File: src/rtl/ca_sig_gen.sv
// GPS C/A code signal generator: G1/G2 Gold-code shift registers clocked by a
// code-rate NCO, with start-chip seek, epoch/bit-edge timing and data modulation.
module ca_sig_gen #(
   parameter int PHASE_W = 30
) (
   input  logic               clk,
   input  logic               rstn,
   input  logic [9:0]         prn_key,
   input  logic               prn_key_enable,
   input  logic [9:0]         start_chip,
   input  logic [PHASE_W-1:0] code_freq,
   input  logic               gen_enable,
   input  logic               data_bit,
   input  logic               data_valid,
   output logic               data_ready,
   output logic               chip_out,
   output logic               chip_enable,
   output logic               epoch,
   output logic               bit_edge,
   output logic [9:0]         chip_index,
   output logic               busy,
   output logic               data_underrun
);

   localparam logic [9:0] LAST_CHIP  = 10'd1022;
   localparam logic [4:0] LAST_EPOCH = 5'd19;

   typedef enum logic [1:0] {IDLE, SEEK, RUN} state_t;

   state_t             state, state_nxt;
   logic [9:0]         g1, g2, g1_shift, g2_shift;
   logic [9:0]         start_lat, start_clamped;
   logic [PHASE_W-1:0] acc;
   logic [PHASE_W:0]   acc_sum;
   logic [4:0]         epoch_cnt;
   logic               cur_bit, underrun, seek_done;

   assign start_clamped = (start_chip > LAST_CHIP) ? LAST_CHIP : start_chip;
   assign acc_sum       = {1'b0, acc} + {1'b0, code_freq};
   assign seek_done     = (chip_index + 10'd1) == start_lat;
   assign g1_shift      = {g1[7] ^ g1[0], g1[9:1]};
   assign g2_shift      = {g2[8] ^ g2[7] ^ g2[4] ^ g2[2] ^ g2[1] ^ g2[0], g2[9:1]};

   assign busy          = (state != IDLE);
   assign chip_out      = busy & (g1[0] ^ g2[0] ^ cur_bit);
   assign data_underrun = underrun;

   // NOTE: flops are written with <= so every register samples pre-edge values.
   always_ff @(posedge clk or negedge rstn) begin
      if (!rstn) state <= IDLE;
      else       state <= state_nxt;
   end

   // Pulses are combinational so data_ready & data_valid is consumed on the same
   // edge that shifts the code and loads the new bit.
   always_comb begin
      // NOTE: every output gets a default first so no latch can be inferred.
      state_nxt   = state;
      chip_enable = 1'b0;
      epoch       = 1'b0;
      bit_edge    = 1'b0;
      data_ready  = 1'b0;
      if (prn_key_enable) begin
         state_nxt = (start_clamped != 10'd0) ? SEEK : RUN;
      end else begin
         case (state)
            SEEK: if (seek_done) state_nxt = RUN;
            RUN: begin
               chip_enable = gen_enable & acc_sum[PHASE_W];
               epoch       = chip_enable & (chip_index == LAST_CHIP);
               bit_edge    = epoch & (epoch_cnt == LAST_EPOCH);
               data_ready  = bit_edge;
            end
            default: ;
         endcase
      end
   end

   always_ff @(posedge clk or negedge rstn) begin
      if (!rstn) begin
         g1         <= '0;
         g2         <= '0;
         acc        <= '0;
         chip_index <= '0;
         epoch_cnt  <= '0;
         start_lat  <= '0;
         cur_bit    <= 1'b0;
         underrun   <= 1'b0;
      end else if (prn_key_enable) begin
         g1         <= 10'h3FF;
         g2         <= prn_key;
         acc        <= '0;
         chip_index <= '0;
         epoch_cnt  <= '0;
         start_lat  <= start_clamped;
         cur_bit    <= 1'b0;
         underrun   <= 1'b0;
      end else if (state == SEEK) begin
         g1         <= g1_shift;
         g2         <= g2_shift;
         chip_index <= chip_index + 10'd1;
      end else if ((state == RUN) && gen_enable) begin
         acc <= acc_sum[PHASE_W-1:0];
         if (chip_enable) begin
            g1         <= g1_shift;
            g2         <= g2_shift;
            chip_index <= epoch ? 10'd0 : chip_index + 10'd1;
            if (epoch) epoch_cnt <= bit_edge ? 5'd0 : epoch_cnt + 5'd1;
            if (bit_edge) begin
               if (data_valid) cur_bit  <= data_bit;
               else            underrun <= 1'b1;
            end
         end
      end
   end

endmodule

File: config.mk
export PLATFORM = sky130hd
export DESIGN_NAME = ca_sig_gen
export DESIGN_NICKNAME = d
export VERILOG_FILES = /design/src/rtl/ca_sig_gen.sv
export SDC_FILE = /design/constraint.sdc
export NUM_CORES = 1
export LEC_CHECK = 0
export CAP_MARGIN = 20
export CORE_MARGIN = 2
export CORE_UTILIZATION = 35
export DETAILED_ROUTE_END_ITERATION = 10
export GPL_TIMING_DRIVEN = 0
export SETUP_SLACK_MARGIN = 0.3
export SLEW_MARGIN = 20
export SYNTH_ARGS = -nofsm -noshare
export SYNTH_HDL_FRONTEND = slang
export SYNTH_SLANG_ARGS = --single-unit
File: constraint.sdc
create_clock -name clk -period 2.68 [get_ports clk]
set_input_delay 0.268 -clock clk [delete_from_list [all_inputs] [get_ports clk]]
set_output_delay 0.268 -clock clk [all_outputs]
set_load 0.005 [all_outputs]
---- Word-level counts from Yosys, hierarchy flattened ----
Index checks and enable logic that the tools add are counted.
W data, S select, Z words.
word-level totals
  logic and storage cells ................. 95
  output and inout port bits .............. 17
  input port bits ......................... 56
  register bits ........................... 79
operators by class
  $lt $le $gt $ge ......................... 1
  reductions and logical operators ........ 18
  bitwise logic cells ..................... 12
  mux-type cells .......................... 45
  equal/unequal tests ..................... 7
  add/subtract/negate cells ............... 3
operator list
  operator                 number
  $mux W10                 14
  $mux W30                 3
  $add A30 B30 Y31         1
  $mux W5                  6
  $mux W1                  18
  $reduce_bool A2 Y1       8
  $add A10 B1 Y10 const B  1
  $eq A10 B10 Y1           1
  $eq A10 B10 Y1 const B   1
  $gt A10 B10 Y1 const B   1
  $reduce_and A5 Y1        2
  $reduce_bool A10 Y1      1
  $mux W2                  4
  $xor A1 B1 Y1            8
  $reduce_and A2 Y1        3
  $reduce_bool A3 Y1       2
  $add A5 B1 Y5 const B    1
  $eq A5 B5 Y1 const B     1
  $and A1 B1 Y1            4
  $ne A2 B2 Y1 const B     2
  $reduce_and A4 Y1        1
  $eq A2 B1 Y1 const B     1
  $eq A2 B2 Y1 const B     1
  $logic_and A1 B1 Y1      1

---- Logic depth before layout (Yosys ltp) ----
  depth after elaboration ................. 12
  depth in mapped cells ................... 12
  mapped depth without buffers ............ 10

---- Worst setup path after synthesis ----
Ideal clock, no wire load.
  path type ............................... reg2out
  start ................................... register acc[0]
  end ..................................... output data_ready
  path slack .............................. -142 ps
  buffers on the path ..................... 2
  cell stages (with the launch flop) ...... 12
  arrival ................................. 2554 ps
  data required time ...................... 2412 ps
  cell sequence ........................... dfrtp_1 > ha_1 > fa_1 > a21o_1 > a221o_2 > a31oi_4 > a21boi_4 > nand4_2 > a21oi_1 > buf_2 > and3_1 > buf_4
between the ends
  word-level cells in the longest chain between the ends .. 6
ends and longest elaborated chain
  element                 line  RTL
  start, declared         33    logic [PHASE_W-1:0] acc;
  start signal, assigned  103   acc <= acc_sum[PHASE_W-1:0];
  $add A30 B30 Y31        39    assign acc_sum = {1'b0, acc} + {1'b0, code_freq};
  $and A1 B1 Y1           69    chip_enable = gen_enable & acc_sum[PHASE_W];
  $and A1 B1 Y1           70    epoch = chip_enable & (chip_index == LAST_CHIP);
  $and A1 B1 Y1           71    bit_edge = epoch & (epoch_cnt == LAST_EPOCH);
  $mux W1 (2 in a row)    --
  end, declared           15    output logic data_ready,
Every way passes these cells.

---- Final worst setup path ----
  start ................................... register acc[0]
  end ..................................... output chip_enable
between the ends
  word-level cells in the longest chain between the ends .. 4
ends and longest elaborated chain
  element           line  RTL
  $add A30 B30 Y31  39
  $and A1 B1 Y1     69
  $mux W1           66    case (state)
  $mux W1           63    if (prn_key_enable) begin
  end, declared     17    output logic chip_enable,
Every way passes these cells.

==> results <==
- The run finished, with violations left.
- The final reports fail on setup timing.
- The least setup slack across all paths after layout is -0.4625 ns.
- In this run the worst path has a maximum fanout of 4.
- Counting flops with a built-in enable in the synthesized netlist gives 0.
- The path class of the tightest hold or removal check is primary input to async pin.
- The hold violation total from the final report is 0.
- No sink is reached through more buffers than the 2 on the longest clock path.
- Clock latency on the worst-skew pair, taken at its later pin, is 0.35 ns.
- The maximum frequency from static timing analysis is 318.2 MHz.
- The kind of start point of the critical path is a flip-flop.
- The worst clock skew is 0.008482 ns.
- Cells with a size suffix above 1 make up 23.51% of the layout.
- The TritonCTS sink count is 79.
- The H-tree level count is 3.
- The DRC violations left is 0.
- The max-slew violation total from the final report is 0.
- The die outline width is 128.7 um.
- The average wire per standard cell is 16.96 um.
- The congestion estimate from routability-driven global placement came to 0.9216.
- For this run, the total global-route usage over all layers was measured as 18.85%.
- In this run, the clock network consumes 41.2% of the power.
- Registers are responsible for 43.8% of the overall power.
- The first-pass GRT wire length is 24.60 mm.
- The internal power of the cells totals 2118 uW.
- The initial detailed-routing violation count is 291.
- Input and output buffers added on the ports amount to 72.
- The share of the synthesized area in the top cell type is 36.33%.
- The number of core rows is 45.
- The die outline area is 16560 um2.
- Summed over all nets, the switching power comes to 789.1 uW.
- The via count is 5088.
- The worst endpoint required time is 2.41 ns.
- After global routing the overflow that remains totals 0.
- In the routed layout, each cell is associated on average with a via count of 5.483.
- In this run the tightest slew margin relative to its limit is 49.19%.
- In the synthesized netlist, the number of instances is 608.
- The number of antenna violations at the first check in global routing is 0.
- The mapped netlist covers 5441 um2.
- The critical path class is flip-flop to primary output.
- The worst setup path is captured at a primary output.
- Per report_power, the combinational group accounts for 15.0% of the total.
- The region available for standard cell placement spans 15200 um2.
- For the pin with the worst max-slew slack, the measured transition is 0.7622 ns.
- In this run the mean area of a mapped cell was 8.950 um2.
- The detailed-placement wirelength estimate is 10.76 mm.
- The sum of negative setup slack is -6.766 ns.
- In this run the count of I/O pins placed on the die edge is 73.
- When the netlist entered floorplanning its net count stood at 698.
- TritonCTS created 9 clock buffers.
- The antenna cell count is 0.
- The sequential-to-total area share from yosys stat is 36.33%.
- Counting distinct cell types in the post-synthesis netlist gives 66.
- The final critical path takes up 117.3% of the cycle.
- The first-pass detailed-route iteration total is 4.
- The total leakage power is 0.003316 uW.
- The biggest area consumer among synthesized cells is sky130_fd_sc_hd__dfrtp_1.
- The number of nets at the end of the flow is 825.
- The source of the worst register-to-register timing path is acc[0].
- Data arrives at the worst endpoint at 2.87 ns.
- Setup repair after global routing could not meet its margin everywhere.
- The root cell of the clock tree is sky130_fd_sc_hd__clkbuf_16.
- The tightest hold path in the finished design has a slack of 0.4597 ns.
- Of the total power, the share spent switching nets is 27.14%.
- The most frequently used flop master after synthesis is sky130_fd_sc_hd__dfrtp_1.
- The count of nets left with antenna violations once routing finished came out at 0.
- The effective utilization at floorplan is 35.79%.
- Clock-pin slew was measured on the worst setup and hold paths at 0.07 ns.
- The via count of the first global-routing pass was 4968.
- TritonCTS built the clock tree.
- After synthesis, the cell types taking the most area are sky130_fd_sc_hd__dfrtp_1 (36%), sky130_fd_sc_hd__ha_1 (7.6%), sky130_fd_sc_hd__nand2_1 (6.8%).
- Setup violations remaining at the end of the flow were counted as 43.
- The post-route minimum period is 3.143 ns.
- The Yosys warning count is 0.
- Dividing total power by cell area gives a power density of 380.2 nW/um2.
- The register bit total from synthesis is 79.
- The final layout contains routed wiring with a total length of 15.74 mm.
- The share of flip-flops with an asynchronous set or reset after synthesis is 100.0%.
- Tracing the worst setup path back leads to its startpoint at acc[0].
- Entering global routing, the biggest net connects 42 pins.
- Across the run, the number of max-cap violations was 0.
- Compared with the post-synthesis result, the final layout area differs by 40.51%.
- The worst-case IR drop observed on VDD is 0.2854 mV.
- The floorplan step set the die height to 128.7 um.
## metal layers
| layer | vias up | routed length, um | track usage, % |
|---|---|---|---|
| li1 | 2448 | - | - |
| met1 | 2474 | 6852 | 23.90 |
| met2 | 144 | 7872 | 32.96 |
| met3 | 22 | 784 | 3.784 |
| met4 | 0 | 226 | 4.668 |
| met5 | - | 0 | 0 |
## stage by stage
stage               area (um2)  cells  setup WS [ns]  power [uW]  utilization [%]
global placement          6491    868         -1.673        1689            42.70
CTS                       7340    914        -0.4928        2918            48.28
floorplan                 5535    608       0.005761        1508                -
finish                    7646    928        -0.4625        2907            50.30
detailed placement        6509    869         -1.002        1702            42.81
global route              7646    928        -0.5444        3032            50.30
## registers in the layout (all words and copies together) (netlist names)
signal / cells
acc: 30
chip_index: 10
data_underrun: 1
state: 2
g1: 10
g2: 10
epoch_cnt: 5
start_lat: 10
cur_bit: 1
## repair_timing
| action | CTS | global route |
|---|---|---|
| pin swaps | 38 | 34 |
| setup endpoints to repair | 57 | 62 |
| buffers inserted | 27 | 14 |
| hold buffers | 1 | 0 |
| gates resized for setup | 85 | 52 |
| gates cloned | 1 | 0 |
| endpoints found under the hold margin | 40 | 0 |
## power by group through the flow
stage | Clock [uW] | Combinational (uW) | Sequential, uW
finish | 1200 | 436 | 1270
global route | 1270 | 484 | 1280
CTS | 1220 | 428 | 1270
detailed placement | 0 | 406 | 1300
global placement | 0 | 395 | 1290
floorplan | 0 | 223 | 1280
## worst paths after layout
kind / end / slack, ns / cells after the start
worst max-delay path: chip_enable / -0.46 / 12
worst min-delay path: g1[5] / 0.46 / 2
worst max register to register: epoch_cnt[3] / -0.43 / 15
worst min register to register: g1[6] / 0.50 / 2
max in group asynchronous: chip_index[2] / 1.60 / 3
min in group clk: g2[3] / 0.47 / 3
## critical path, stage by stage (launching register included)
cell,delay (ns)
sky130_fd_sc_hd__dfrtp_1,0.41
sky130_fd_sc_hd__ha_4,0.17
sky130_fd_sc_hd__fa_2,0.34
sky130_fd_sc_hd__a21o_1,0.20
sky130_fd_sc_hd__a221o_2,0.40
sky130_fd_sc_hd__a31oi_4,0.19
sky130_fd_sc_hd__a21boi_4,0.09
sky130_fd_sc_hd__nand4_4,0.12
sky130_fd_sc_hd__buf_4,0.14
sky130_fd_sc_hd__and2_4,0.14
sky130_fd_sc_hd__buf_6,0.11
sky130_fd_sc_hd__nor2_2,0.04
sky130_fd_sc_hd__buf_2,0.16
## logic make-up after synthesis
family | share of synthesized area [%]
fa+ha+maj | 7.956
xor+xnor | 6.760
compound gates | 19.32
buf+inv | 3.978
mux | 6.116
flops | 36.33
simple gates | 19.55
## final cells by class
| type | instances | area, um2 |
|---|---|---|
| Fill cell | 1363 | 7556 |
| Inverter | 9 | 33.78 |
| Multi-Input combinational cell | 486 | 3781 |
| Timing Repair Buffer | 115 | 1110 |
| Clock inverter | 5 | 38.79 |
| Buffer | 35 | 226.5 |
| Tap cell | 188 | 235.2 |
| Sequential cell | 79 | 1978 |
| Clock buffer | 11 | 242.7 |
## cells in the mapped netlist (all sizes together) (4+ instances only)
cell and number:
dfrtp 79, mux2 10, nor3b 6, a21o 17
nor4 5, nand2 99, xnor2 29, a21oi 58
nor4b 4, mux2i 22, clkbuf 24, inv 9
nand3 20, o21ai 33, nor2 21, a31oi 7
nor2b 6, a211o 5, o311ai 6, ha 33
o31ai 5, and2 4, nand4 9, xor2 13
nor3 14, and3 10, o211ai 5, a211oi 6
buf 11
## cells in the final DEF (no fill, tap or decap), drive strengths merged, types with 4 or more instances in the layout
cell	n
a31oi	7
ha	33
nor4b	4
a211oi	6
nand4	9
and2	4
dfrtp	79
mux2	10
clkbuf	35
a211o	5
o31ai	5
o21ai	34
nor2	21
mux2i	22
inv	11
xor2	13
a21o	17
nor3	14
and3	10
clkdlybuf4s50	65
a21oi	58
o211ai	5
nor3b	6
nand3	20
o311ai	6
nand2	99
buf	58
xnor2	29
nor4	5
nor2b	6
Power figures use the tool's default switching activity.
